--- config.mk ---
export PLATFORM = sky130hd
export DESIGN_NAME = frame_rd_arbiter_flat
export DESIGN_NICKNAME = d
export VERILOG_FILES = /design/src/rtl/frame_arb_pkg.sv /design/src/rtl/frame_rd_arbiter_if.sv /design/src/rtl/frame_rd_arbiter_rr_pick.sv /design/src/rtl/frame_rd_arbiter.sv /design/src/flat_wrapper.sv
export SDC_FILE = /design/constraint.sdc
export NUM_CORES = 1
export LEC_CHECK = 0
export ABC_AREA = 1
export CAP_MARGIN = 10
export CORE_MARGIN = 3
export CORE_UTILIZATION = 54
export DETAILED_ROUTE_END_ITERATION = 8
export PLACE_DENSITY = 0.82
export SLEW_MARGIN = 5
export SYNTH_ARGS = -nofsm -noshare
export SYNTH_HDL_FRONTEND = slang
export SYNTH_HIERARCHICAL = 1
export SYNTH_SLANG_ARGS = --single-unit
--- constraint.sdc ---
create_clock -name clk -period 3.7 [get_ports clk]
set_input_delay 0.74 -clock clk [delete_from_list [all_inputs] [get_ports clk]]
set_output_delay 0.74 -clock clk [all_outputs]
set_load 0.1 [all_outputs]
--- src/rtl/frame_arb_pkg.sv ---
// Shared definitions for the frame read arbiters.
//   NUM_SW_INST_DEF : default number of switch instances / output FIFOs
//   FIFO_SW_0..4    : one-hot rd_sel codes, identical to the frame mux decode
//   arb_state_e     : arbiter FSM encoding
package frame_arb_pkg;

  localparam int NUM_SW_INST_DEF = 5;

  localparam logic [NUM_SW_INST_DEF-1:0] FIFO_SW_0 = 5'b00001;
  localparam logic [NUM_SW_INST_DEF-1:0] FIFO_SW_1 = 5'b00010;
  localparam logic [NUM_SW_INST_DEF-1:0] FIFO_SW_2 = 5'b00100;
  localparam logic [NUM_SW_INST_DEF-1:0] FIFO_SW_3 = 5'b01000;
  localparam logic [NUM_SW_INST_DEF-1:0] FIFO_SW_4 = 5'b10000;

  typedef enum logic [1:0] {
    IDLE  = 2'd0,
    ARB   = 2'd1,
    GRANT = 2'd2
  } arb_state_e;

endpackage

--- src/rtl/frame_rd_arbiter_if.sv ---
// Bus between the output FIFOs / downstream sink and the frame read arbiter.
//   en          : arbitration enable
//   fifo_empty  : per-FIFO empty flag (FWFT FIFOs)
//   out_ready   : downstream can capture frame_out next cycle
//   rd_sel      : one-hot pop / mux steer (all zero = no pop)
//   frame_valid : registered frame_out valid
//   frame_src   : registered source index of frame_out
//   busy        : arbiter is in GRANT
// Modports: slave = arbiter side, master = FIFO/sink side.
interface frame_rd_arbiter_if #(
  parameter int NUM_SW_INST = 5,
  parameter int SRC_W       = (NUM_SW_INST > 1) ? $clog2(NUM_SW_INST) : 1
);
  logic                   en;
  logic [NUM_SW_INST-1:0] fifo_empty;
  logic                   out_ready;
  logic [NUM_SW_INST-1:0] rd_sel;
  logic                   frame_valid;
  logic [SRC_W-1:0]       frame_src;
  logic                   busy;

  modport slave (
    input  en, fifo_empty, out_ready,
    output rd_sel, frame_valid, frame_src, busy
  );

  modport master (
    output en, fifo_empty, out_ready,
    input  rd_sel, frame_valid, frame_src, busy
  );
endinterface

--- src/rtl/frame_rd_arbiter_rr_pick.sv ---
// Round-robin pick: lowest index i >= ptr with req[i] set, wrapping modulo
// NUM_SW_INST. Purely combinational.
//   req : request vector
//   ptr : starting index (highest priority)
//   idx : chosen index (0 when any is low)
//   any : at least one request present
module rr_pick
  import frame_arb_pkg::*;
#(
  parameter int NUM_SW_INST = NUM_SW_INST_DEF,
  parameter int SRC_W       = (NUM_SW_INST > 1) ? $clog2(NUM_SW_INST) : 1
) (
  input  logic [NUM_SW_INST-1:0] req,
  input  logic [SRC_W-1:0]       ptr,
  output logic [SRC_W-1:0]       idx,
  output logic                   any
);

  logic [SRC_W-1:0] j;

  // Walk offsets from farthest to nearest so the last hit written is the
  // one closest to ptr; avoids a loop break.
  always_comb begin
    idx = '0;
    any = 1'b0;
    j   = '0;
    for (int k = NUM_SW_INST - 1; k >= 0; k--) begin
      j = SRC_W'((int'(ptr) + k) % NUM_SW_INST);
      if (req[j]) begin
        idx = j;
        any = 1'b1;
      end
    end
  end

endmodule

--- src/rtl/frame_rd_arbiter.sv ---
// Round-robin read scheduler for the per-switch-instance output FIFOs that
// feed the registered frame mux. rd_sel pops one FIFO and steers the mux in
// the same cycle; frame_valid/frame_src are registered so they line up with
// the mux output one cycle later. Each grant covers up to BURST_LEN frames,
// stalls on out_ready, and ends early when the granted FIFO empties.
//   clk, rst_n : clock, asynchronous active-low reset
//   bus        : frame_rd_arbiter_if slave (en, fifo_empty, out_ready in;
//                rd_sel, frame_valid, frame_src, busy out)
module frame_rd_arbiter
  import frame_arb_pkg::*;
#(
  parameter int NUM_SW_INST = NUM_SW_INST_DEF,
  parameter int BURST_LEN   = 4,
  parameter int SRC_W       = (NUM_SW_INST > 1) ? $clog2(NUM_SW_INST) : 1
) (
  input logic               clk,
  input logic               rst_n,
  frame_rd_arbiter_if.slave bus
);

  localparam logic [7:0]             BL_LAST = 8'(BURST_LEN - 1);
  localparam logic [NUM_SW_INST-1:0] ONE     = NUM_SW_INST'(1);

  arb_state_e       state, state_nxt;
  logic [SRC_W-1:0] rr_ptr, rr_ptr_nxt;
  logic [SRC_W-1:0] winner, winner_nxt;
  logic [7:0]       burst_cnt, burst_nxt;

  logic [NUM_SW_INST-1:0] req;
  logic [SRC_W-1:0]       pick_idx;
  logic                   pick_any;
  logic [SRC_W-1:0]       ptr_after;
  logic                   pop;

  assign req = ~bus.fifo_empty;

  rr_pick #(
    .NUM_SW_INST (NUM_SW_INST),
    .SRC_W       (SRC_W)
  ) u_pick (
    .req (req),
    .ptr (rr_ptr),
    .idx (pick_idx),
    .any (pick_any)
  );

  // Next round starts just past the source that held the grant.
  assign ptr_after = (winner == SRC_W'(NUM_SW_INST - 1)) ? '0 : winner + 1'b1;

  // Mealy pop: the live empty flag gates it, so an emptied FIFO is never read.
  assign pop = (state == GRANT) && bus.en && bus.out_ready && !bus.fifo_empty[winner];

  assign bus.rd_sel = pop ? (ONE << winner) : '0;
  assign bus.busy   = (state == GRANT);

  always_comb begin
    state_nxt  = state;
    rr_ptr_nxt = rr_ptr;
    winner_nxt = winner;
    burst_nxt  = burst_cnt;
    case (state)
      IDLE: begin
        if (bus.en && |req) state_nxt = ARB;
      end
      ARB: begin
        if (!bus.en || !pick_any) begin
          state_nxt = IDLE;
        end else begin
          winner_nxt = pick_idx;
          burst_nxt  = '0;
          state_nxt  = GRANT;
        end
      end
      GRANT: begin
        if (!bus.en) begin
          state_nxt = IDLE;
          burst_nxt = '0;
        end else if (pop) begin
          if (burst_cnt == BL_LAST) begin
            rr_ptr_nxt = ptr_after;
            state_nxt  = ARB;
          end else begin
            burst_nxt = burst_cnt + 8'd1;
          end
        end else if (bus.fifo_empty[winner]) begin
          // Source ran dry: give up the rest of the burst.
          rr_ptr_nxt = ptr_after;
          state_nxt  = ARB;
        end
        // Otherwise out_ready stall: hold grant and count.
      end
      default: state_nxt = IDLE;
    endcase
  end

  always_ff @(posedge clk or negedge rst_n) begin
    if (!rst_n) begin
      state     <= IDLE;
      rr_ptr    <= '0;
      winner    <= '0;
      burst_cnt <= '0;
    end else begin
      state     <= state_nxt;
      rr_ptr    <= rr_ptr_nxt;
      winner    <= winner_nxt;
      burst_cnt <= burst_nxt;
    end
  end

  // Registered alongside the mux, which captures the popped word on this edge.
  always_ff @(posedge clk or negedge rst_n) begin
    if (!rst_n) begin
      bus.frame_valid <= 1'b0;
      bus.frame_src   <= '0;
    end else begin
      bus.frame_valid <= pop;
      bus.frame_src   <= winner;
    end
  end

endmodule

--- src/flat_wrapper.sv ---
// flat-port wrapper written by rule: the top's interface ports become plain ports
module frame_rd_arbiter_flat import frame_arb_pkg::*;
#(
  parameter int NUM_SW_INST = NUM_SW_INST_DEF,
  parameter int BURST_LEN   = 4,
  parameter int SRC_W       = (NUM_SW_INST > 1) ? $clog2(NUM_SW_INST) : 1
)
  (clk, rst_n, bus_en, bus_fifo_empty, bus_out_ready, bus_rd_sel, bus_frame_valid, bus_frame_src, bus_busy);
  frame_rd_arbiter_if #(.NUM_SW_INST(NUM_SW_INST), .SRC_W(SRC_W)) bus_i ();
  input logic clk;
  input logic rst_n;
  input wire logic [$bits(bus_i.en)-1:0] bus_en;
  input wire logic [$bits(bus_i.fifo_empty)-1:0] bus_fifo_empty;
  input wire logic [$bits(bus_i.out_ready)-1:0] bus_out_ready;
  output wire logic [$bits(bus_i.rd_sel)-1:0] bus_rd_sel;
  output wire logic [$bits(bus_i.frame_valid)-1:0] bus_frame_valid;
  output wire logic [$bits(bus_i.frame_src)-1:0] bus_frame_src;
  output wire logic [$bits(bus_i.busy)-1:0] bus_busy;
  assign bus_i.en = bus_en;
  assign bus_i.fifo_empty = bus_fifo_empty;
  assign bus_i.out_ready = bus_out_ready;
  assign bus_rd_sel = bus_i.rd_sel;
  assign bus_frame_valid = bus_i.frame_valid;
  assign bus_frame_src = bus_i.frame_src;
  assign bus_busy = bus_i.busy;
  frame_rd_arbiter #(.NUM_SW_INST(NUM_SW_INST), .BURST_LEN(BURST_LEN), .SRC_W(SRC_W)) u_core (.clk(clk), .rst_n(rst_n), .bus(bus_i));
endmodule
==> results.json <==
{
  "status": "finished, final reports clean",
  "htree_num_levels": 1,
  "path_buf_inv": 2,
  "finClkSkew_ns": 0.00225,
  "period_share_pct": 93.9,
  "synth_top_area_cell": "dfrtp_1",
  "period_minus_slack_ns": 3.48,
  "regArea_um2": 504,
  "antenna_found_initial": 0,
  "grt_pass1_vias": 2307,
  "worstSkewPairLatency_ns": 0.26,
  "ctsRootBufferMaster": "clkbuf_8",
  "end_kind": "flop",
  "worstPathArrival_ns": 3.63,
  "layout_commonest_cell": "nand2_1",
  "multi_input_comb_area_um2": 1860,
  "stdcell_count": 465,
  "holdWs_ns": 0.479,
  "grt_pass1_wl_mm": 9.83,
  "routabilityCongestion": 0.938,
  "most-common-layout-cells": "nand2_1 (101), inv_1 (47), nand3_1 (43)",
  "grt_use_total_pct": 22.0,
  "worstMarginPinSlew_ns": 0.968,
  "synth.yosys.warnings": 6,
  "maxSlewViolCount": 0,
  "dp_hpwl_mm": 4.73,
  "clock-sinks": 20,
  "crit_chain": "inv_4 > ha_1 > o21ai_0 > nand2_1 > xor2_2 > ha_1 > fa_1 > inv_1 > nor2_1 > nand2_2 > nand2_1 > nand2_1 > nor2_1 > nand3_1 > a21boi_2 > nand3_1 > nand4_2 > nand2_4 > nand3_4 > nand2_1 > nand2_1",
  "cp.required_ns": 3.85,
  "ys_top_cells_by_area": "dfrtp_1 (20%), nand2_1 (15%), ha_1 (13%)",
  "critPathSlowestCell": "dfrtp_2",
  "drcViolationCount": 0,
  "worstSetupStartpointType": "flop",
  "max_stage_delay_ns": 0.45,
  "final_hold_viol_count": 0,
  "synth_cells": 384,
  "avgViaCountPerCell": 5.51,
  "cts_buffers": 3,
  "postRouteAntennaNets": 0,
  "postLayoutCoreUtil_pct": 67.7,
  "cts_tree": "yes",
  "design_area_um2": 3010,
  "fill_cells": 374,
  "synth_area_um2": 2540,
  "post_dp_cell_area_um2": 2890,
  "grt-ovfl-total": 0,
  "cap_violations": 0,
  "ys_seq_area_share_pct": 19.7,
  "fmax_ghz": 0.288,
  "crit_fanout": 9,
  "hold_class": "flop to flop",
  "fin_nets": 451,
  "synth_seq_cells": 20,
  "crit_family": "simple AND/OR/NAND/NOR gates",
  "postSynthAreaPerCell_um2": 6.62,
  "cts_buffer_depth": 2,
  "setup_viol": 0,
  "critPathKind": "flop to flop",
  "routed_wl_mm": 5.98,
  "clkTransAtPathRegs_ns": 0.07,
  "num_io_pins": 19,
  "rows": 24,
  "synth_nets": 421,
  "rrSetupSlack_ns": 0.22,
  "max-slew-margin-rel_pct": 35.2,
  "die-width_um": 74.6,
  "core_um2": 4440,
  "grt_max_degree": 21,
  "chipHeight_um": 74.6,
  "placed_cells": 458,
  "num_vias": 2561,
  "synth_cell_type_count": 40,
  "drtPass1Iterations": 5,
  "antennaDiodeCount": 0,
  "port_buffers": 18,
  "wl_per_cell_um": 12.9,
  "crit_top_cell": "nand2_1",
  "drtIter0Drc": 217,
  "synth_top_area_share_pct": 19.7,
  "die_area_um2": 5570,
  "area_growth_pct": 18.4,
  "initial_core_util_pct": 57.2,
  "drive_above_1_share_pct": 20.6
}
-- synth_stat cells, drive strengths merged --
library cell	number
dfrtp	20
nand3	50
or2	2
xor2	6
clkinv	2
clkbuf	1
xnor2	1
o21ai	18
a21boi	2
nand3b	5
o211ai	3
nand2	126
inv	55
fa	1
buf	2
o22ai	1
ha	27
and2	1
a21oi	14
nor3b	2
a31o	1
nand4	12
nor2	32
-- kinds of logic after synthesis --
family          after synthesis  synth area share, %
simple gates                230                 45.3
buf+inv                      60                 9.20
compound gates               39                 9.01
fa+ha+maj                    28                 14.1
flops                        20                 19.7
xor+xnor                      7                 2.71
-- per-layer routing --
metal / GRT usage [%] / up-vias / wire length (um)
met5: 0 / - / 0
met4: 8.50 / 0 / 146
met3: 1.60 / 18 / 312
met2: 39.1 / 100 / 2960
met1: 27.8 / 1139 / 2560
li1: - / 1304 / -
-- state kept, by name, summed over array words and instances, names as in the netlist --
name and count:
u_core/state 2, u_core/burst_cnt 8, u_core/bus.frame_valid 1, u_core/winner 3, u_core/rr_ptr 3, u_core/bus.frame_src 3
-- layout make-up --
class                   instances  share of cell area (%)
flip-flops and latches         20                    16.8
well taps                      52                    2.16
multi-input cells             304                    61.9
clock buffers                   4                    1.83
repair buffers                 28                    10.1
inverters                      57                    7.32
-- final timing paths --
path	from	end	cells past startpoint
min in group asynchronous	rst_n	u_core/bus.frame_src[2]	1
max in group asynchronous	rst_n	u_core/rr_ptr[1]	1
worst max-delay path	u_core/rr_ptr[2]	u_core/burst_cnt[6]	21
worst min-delay path	u_core/winner[0]	u_core/bus.frame_src[0]	0
worst min register to register	u_core/winner[0]	u_core/bus.frame_src[0]	0
worst max register to register	u_core/rr_ptr[2]	u_core/burst_cnt[6]	21
-- through the flow --
stage	setup slack, ns	setup TNS [ns]
floorplan	0.0261	0
global placement	0.0467	0
detailed placement	-0.0652	-0.459
CTS	0.0604	0
global route	-0.0678	-0.476
finish	0.225	0
-- repair_timing --
| action | in CTS | in global routing |
|---|---|---|
| setup endpoints to repair | 8 | 12 |
| gates resized for setup | 3 | 11 |
| hold buffers | 0 | 0 |
| pin swaps | 0 | 1 |
| buffers inserted | 0 | 3 |
| gates cloned | 0 | 0 |
Power is left out: the tool's default activity adds up to more than one toggle a clock period on the data nets, which glitch-free logic cannot reach.
